File: src/rtl/vga_scan_ctrl.sv
// VGA scan timing generator.
// Free-running horizontal/vertical counters produce the scan position (x/y)
// for the upstream colour pipeline. Sync and blanking are delayed two clocks
// so they line up with the returned colour and this block's output register.
module vga_scan_ctrl #(
  parameter int H_VISIBLE = 640,
  parameter int H_FP      = 16,
  parameter int H_SYNC    = 96,
  parameter int H_BP      = 48,
  parameter int V_VISIBLE = 480,
  parameter int V_FP      = 10,
  parameter int V_SYNC    = 2,
  parameter int V_BP      = 33
) (
  input  logic        clk,
  input  logic        rst,
  input  logic [15:0] color_in,
  output logic [9:0]  x,
  output logic [8:0]  y,
  output logic        hs,
  output logic        vs,
  output logic [3:0]  r,
  output logic [3:0]  g,
  output logic [3:0]  b,
  output logic        frame_start
);

  localparam int H_TOTAL = H_VISIBLE + H_FP + H_SYNC + H_BP;
  localparam int V_TOTAL = V_VISIBLE + V_FP + V_SYNC + V_BP;

  localparam logic [9:0] H_MAX      = 10'(H_TOTAL - 1);
  localparam logic [9:0] V_MAX      = 10'(V_TOTAL - 1);
  localparam logic [9:0] H_VIS_END  = 10'(H_VISIBLE);
  localparam logic [9:0] V_VIS_END  = 10'(V_VISIBLE);
  localparam logic [9:0] H_SYNC_BEG = 10'(H_VISIBLE + H_FP);
  localparam logic [9:0] H_SYNC_END = 10'(H_VISIBLE + H_FP + H_SYNC);
  localparam logic [9:0] V_SYNC_BEG = 10'(V_VISIBLE + V_FP);
  localparam logic [9:0] V_SYNC_END = 10'(V_VISIBLE + V_FP + V_SYNC);

  logic [9:0] h_cnt;
  logic [9:0] v_cnt;
  logic       visible;
  logic       hs_raw;
  logic       vs_raw;

  // Pipeline stage 1: aligned with color_in arriving from the upstream register.
  logic       hs_d1;
  logic       vs_d1;
  logic       vis_d1;

  // Scan counters; the vertical counter advances only when the line wraps,
  // so both wrap together at the last pixel of the frame.
  always_ff @(posedge clk or posedge rst) begin
    if (rst) begin
      h_cnt <= '0;
      v_cnt <= '0;
    end else if (h_cnt == H_MAX) begin
      h_cnt <= '0;
      if (v_cnt == V_MAX) v_cnt <= '0;
      else                v_cnt <= v_cnt + 10'd1;
    end else begin
      h_cnt <= h_cnt + 10'd1;
    end
  end

  // Undelayed decode of the current scan position.
  always_comb begin
    visible = (h_cnt < H_VIS_END) && (v_cnt < V_VIS_END);
    hs_raw  = !((h_cnt >= H_SYNC_BEG) && (h_cnt < H_SYNC_END));
    vs_raw  = !((v_cnt >= V_SYNC_BEG) && (v_cnt < V_SYNC_END));
  end

  // Scan position to the colour pipeline; zero in blanking. frame_start is
  // gated by rst so it stays low while the counters are held at the origin.
  always_comb begin
    x           = visible ? h_cnt : '0;
    y           = visible ? v_cnt[8:0] : '0;
    frame_start = !rst && (h_cnt == '0) && (v_cnt == '0);
  end

  // Two-stage sync/blank delay plus the colour output register.
  always_ff @(posedge clk or posedge rst) begin
    if (rst) begin
      hs_d1  <= 1'b1;
      vs_d1  <= 1'b1;
      vis_d1 <= 1'b0;
      hs     <= 1'b1;
      vs     <= 1'b1;
      r      <= '0;
      g      <= '0;
      b      <= '0;
    end else begin
      hs_d1  <= hs_raw;
      vs_d1  <= vs_raw;
      vis_d1 <= visible;
      hs     <= hs_d1;
      vs     <= vs_d1;
      if (vis_d1) begin
        r <= color_in[15:12];
        g <= color_in[10:7];
        b <= color_in[4:1];
      end else begin
        r <= '0;
        g <= '0;
        b <= '0;
      end
    end
  end

endmodule

File: config.mk
export PLATFORM = sky130hd
export DESIGN_NAME = vga_scan_ctrl
export DESIGN_NICKNAME = d
export VERILOG_FILES = /design/src/rtl/vga_scan_ctrl.sv
export SDC_FILE = /design/constraint.sdc
export NUM_CORES = 1
export LEC_CHECK = 0
export CAP_MARGIN = 5
export CORE_MARGIN = 3
export CORE_UTILIZATION = 47
export DETAILED_ROUTE_END_ITERATION = 8
export GPL_ROUTABILITY_DRIVEN = 0
export PLACE_DENSITY = 0.81
export RECOVER_POWER = 100
export SETUP_SLACK_MARGIN = 0.02
export SLEW_MARGIN = 20
export SYNTH_ARGS = -nofsm -noshare
export SYNTH_HDL_FRONTEND = slang
export SYNTH_SLANG_ARGS = --single-unit
File: constraint.sdc
create_clock -name clk -period 2.39 [get_ports clk]
set_clock_uncertainty 0.2 [all_clocks]
set_input_delay 0.478 -clock clk [delete_from_list [all_inputs] [get_ports clk]]
set_output_delay 0.478 -clock clk [all_outputs]
set_load 0.01 [all_outputs]
## After elaboration in Yosys (flattened, before gate mapping)

Cells that the tools add are included.

| word-level totals | value |
|---|---|
| flip-flop bits (word level) | 37 |
| output and inout bits | 34 |
| input bits | 18 |

| operators by class | value |
|---|---|
| muxes and demuxes | 7 |
| add/subtract/negate cells | 2 |
| equal/unequal tests | 2 |
| reduce and logical (&&, ||, !) cells | 10 |
| order comparisons | 6 |

Operators by type and width:

| cell | number |
|---|---|
| $mux W10 | 3 |
| $add A10 B1 Y10 const B | 2 |
| $eq A10 B10 Y1 const B | 2 |
| $logic_not A10 Y1 | 2 |
| $lt A10 B10 Y1 const B | 2 |
| $lt A10 B9 Y1 const B | 2 |
| $mux W4 | 3 |
| $ge A10 B10 Y1 const B | 1 |
| $ge A10 B9 Y1 const B | 1 |
| $mux W9 | 1 |
| $logic_and A1 B1 Y1 | 5 |
| $logic_not A1 Y1 | 3 |

## Depth between registers and ports, before layout

| depth | value |
|---|---|
| depth in word-level cells | 3 |
| gate-level depth with buffers | 6 |

## Least setup slack after synthesis

No wires, ideal clock.

| timing | value |
|---|---|
| kind | flip-flop to output port |
| from | reg v_cnt[0] |
| to | out frame_start |
| arrival | 1.646 ns |
| setup slack | 0.066 ns |
| cell stages (with the launch flop) | 5 |
| required time | 1.712 ns |
| cells stage by stage | dfrtp_1 inv_1 ha_1 nor4b_1 nor4b_1 |

| on the way | value |
|---|---|
| word-level cells in the longest chain between the ends | 2 |

Ends and longest elaborated chain:

| element | RTL line | source |
|---|---|---|
| from (decl) | 41 | `logic [9:0] v_cnt;` |
| from (signal assigned) | 60 | `else v_cnt <= v_cnt + 10'd1;` |
| $logic_not A10 Y1 | 78 | `frame_start = !rst && (h_cnt == '0) && (v_cnt == '0);` |
| $logic_and A1 B1 Y1 | 78 |  |
| to (decl) | 25 | `output logic frame_start` |

Every way passes these cells.

## Worst setup path after layout

Same ends and word-level chain as after synthesis.

==> results.md <==
* Sw frac at between 20% and 30%
* Layout Nets at approximately 280
* Yosys reg bits at 37
* GR Overflow Total at 0
* Starting density of the core at 51.0%
* Initial antenna violation count at 0
* Synth top cells by count: 33 x dfrtp_1, 27 x and2_1, 8 x nand2_1, 8 x nand3_1, 8 x nand4_1
* Most frequent cell after synthesis: dfrtp_1
* Reg-to-Reg Start: h_cnt[5]
* H-tree lvl count at 2
* Least-Margin Pin Slew at just over 0.9 ns
* Reg2reg end: v_cnt[7]
* Pins over their slew limit at 0
* WL met2 at ~2600 microns
* CP Class: reg2out
* Routed WL per cell at 17.7 microns
* Clock-pin slew of the registers on the worst-case setup and hold paths at roughly 0.07 ns
* Worst-path fanout max at 5
* Antenna diode count at 0
* Worst Setup End Kind: output port
* Leakage at around 1.3 nW
* EDFF count, synth at 0
* Hold path endpoint: vs
* CTS tree: done
* Synth warn at 0
* Total Wirelength at ~5400 microns
* P&R area growth vs syn at 54.9%
* MaxCap Viol Count at 0
* RSZ-0062 raised after global routing: true
* Top Layer Used: met4
* Largest net degree at the start of global routing at 38
* Boundary pin count at 52
* Vias in the first global route at ~1,700
* Final TNS setup at -0.197 ns
* Switching power at between 0.0002 and 0.0003 W
* TritonRoute pass-1 iters at 4
* Max_slew headroom at around two fifths
* # port buffers at 47
* Startpoint types: register
* Part of the cycle the worst path needs at 103%
* Post-DP Area at between 2000 and 2500 sq um
* Hold-fix buffers, CTS at 0
* Cell taking the most area after synthesis: dfrtp_1
* Reg2reg setup slack at ~0.09 ns
* TritonCTS buffer count at 5
* Die area at ~4500 sq um
* Final instance area at 2740 sq um
* Cell Area, Synth at 1770 sq um
* Worst EP required at 1.71 ns
* Synth Instances at 166
* Wire length on met3 at between 500 and 600 microns
* Fillcell total at 233
* Maximum root-to-sink buffer count at 2
* Failing checks: negative setup slack
* Die Y at 67.4 microns
* Core ar. at about 3500 sq um
* Die Span X at ~67 microns
* FF/Latch Area at roughly 930 sq um
* Via count at 1,687
* Via/cell ratio at 5.57
* Setup ws final at -0.0628 ns
* Synth async-reset ratio at 100%
* Final Hold Viols at 0
* Status: complete, but fails checks
* Min-delay worst type: reg2reg
* Syn Nets at around 190
* Sequential share of the synthesized area at around 53%
* Final Core Density at between 70% and 80%
* R2r worst-path depth at 5
* Min Clock Period, post-route at approximately 2.5 ns
* First-pass GRT wire length at 8230 microns
* Sequential Power Share at a little under three fifths
* Final setup viols at 4
* CP Launch Point: v_cnt[0]
* HP Start: vs_d1
* DRC violations left at 0
* Comb pwr share at 5.9%
* VDD IR max at 0.332 mV
* Dpl hpwl at roughly 3100 microns
* FP Rows at 21
* Clock sink count at 37
* PwrDens at between 400 and 500 nW/um^2
* Final hold slack at about 0.16 ns
* Syn Area/Cell at about 11 sq um
* GR Util All Layers at about 24%
* Share of layout cells above drive strength 1 at around two fifths
* Root Driver: clkbuf_8
* Clk pwr share at between 30 and 40%
* Number of DRC markers in iteration 0 at 91
* Max Freq at 408 MHz
* WHS Path Cells at 0
* Synth area leaders: dfrtp_1 47%, and2_1 9.5%, dfstp_2 5.9%
* Pint at 0.000878 W
* Worst EP arrival at 1.77 ns
* Routed length on met1 at 1990 microns
* Worst-Skew Late Latency at 0.29 ns
* Area of the multi-input gates at ~840 sq um
* Synth Flop Type: dfrtp_1
* Synth top area share at a little under half
* Netlist cell types at 41
* DRT antenna net count at 0
## layout by cell type (no fill, tap or decap), types with 3 or more instances in the layout
cell,synthesis,routed
clkbuf_2,0,4
buf_2,1,6
nor2_1,6,5
nand4_1,8,8
nand2_1,8,7
nor3_1,5,4
nand3_1,8,8
a21oi_1,3,3
dfstp_2,4,4
buf_4,1,32
inv_1,6,6
buf_6,1,21
and2_1,27,6
and2_0,0,10
clkdlybuf4s50_1,0,24
and2_4,0,11
clkbuf_8,0,5
xor2_1,4,4
xnor2_1,6,6
ha_1,4,4
clkbuf_1,6,3
dfrtp_1,33,32
dlygate4sd3_1,0,3
## worst max-delay path by stage
| stage | to | slack (ns) | cells after the start |
|---|---|---|---|
| 2_1_floorplan | frame_start | 0.07 | 4 |
| 5_1_grt | x[4] | -0.16 | 10 |
| 3_3_place_gp | frame_start | -0.35 | 5 |
| 4_1_cts | frame_start | -0.13 | 6 |
| 6_report | frame_start | -0.06 | 6 |
| 3_5_place_dp | frame_start | -0.39 | 5 |
## logic make-up (layout without fill, tap and decap cells)
kind of cell,Yosys count,after routing,share of synthesized area [%]
xor gates and xnor gates,10,10,4.95
AOI/OAI and AO/OA,15,15,6.08
adders and majority gates,4,4,2.83
buffers and inverters,15,106,3.89
DFF,37,37,52.6
and+or+nand+nor,84,84,29.0
muxes,1,1,0.636
## registers in the layout, indices dropped and copies added (netlist names)
| register | count |
|---|---|
| b | 4 |
| g | 4 |
| h_cnt | 10 |
| hs | 1 |
| hs_d1 | 1 |
| r | 4 |
| v_cnt | 10 |
| vis_d1 | 1 |
| vs | 1 |
| vs_d1 | 1 |
## power groups by stage
stage | clock (W) | sequential [W] | combinational [W]
after floorplan | 0 | 0.000657 | 0.0000160
after global placement | 0 | 0.000650 | 0.0000687
after detailed placement | 0 | 0.000651 | 0.0000695
after CTS | 0.000432 | 0.000639 | 0.0000700
after global routing | 0.000463 | 0.000639 | 0.0000728
final | 0.000423 | 0.000639 | 0.0000666
## through the flow
| stage | worst slack [ns] | total power [W] | std cells |
|---|---|---|---|
| global route | -0.156 | 0.00118 | 303 |
| CTS | -0.131 | 0.00114 | 300 |
| floorplan | 0.0657 | 0.000673 | 166 |
| detailed placement | -0.388 | 0.000720 | 281 |
| global placement | -0.347 | 0.000719 | 281 |
| finish | -0.0628 | 0.00113 | 303 |
## layer usage
metal	track usage, %	up-vias
met5	0	-
met4	9.62	0
met3	5.82	24
met2	41.0	106
met1	30.4	805
li1	-	752
## cell type report
type	instances	area share (%)
clock inverter	2	0.365
clock buffer	6	2.65
sequential	37	34.0
tap	46	2.10
inverter	6	0.821
multi-input combinational	114	30.7
timing repair buffer	92	29.3
## worst max-delay path, cell delays in order (launching register included)
cell and delay, ns:
dfrtp_1 0.39, inv_1 0.10, ha_1 0.22, nor4b_4 0.26
buf_4 0.18, nor4b_2 0.17, clkbuf_2 0.17
## timing repair
action | CTS | global route
buffers inserted | 10 | 4
gates resized for setup | 86 | 38
pin swaps | 2 | 9
cloned | 1 | 0
setup endpoints to repair | 20 | 20
Power figures use the tool's default switching activity.
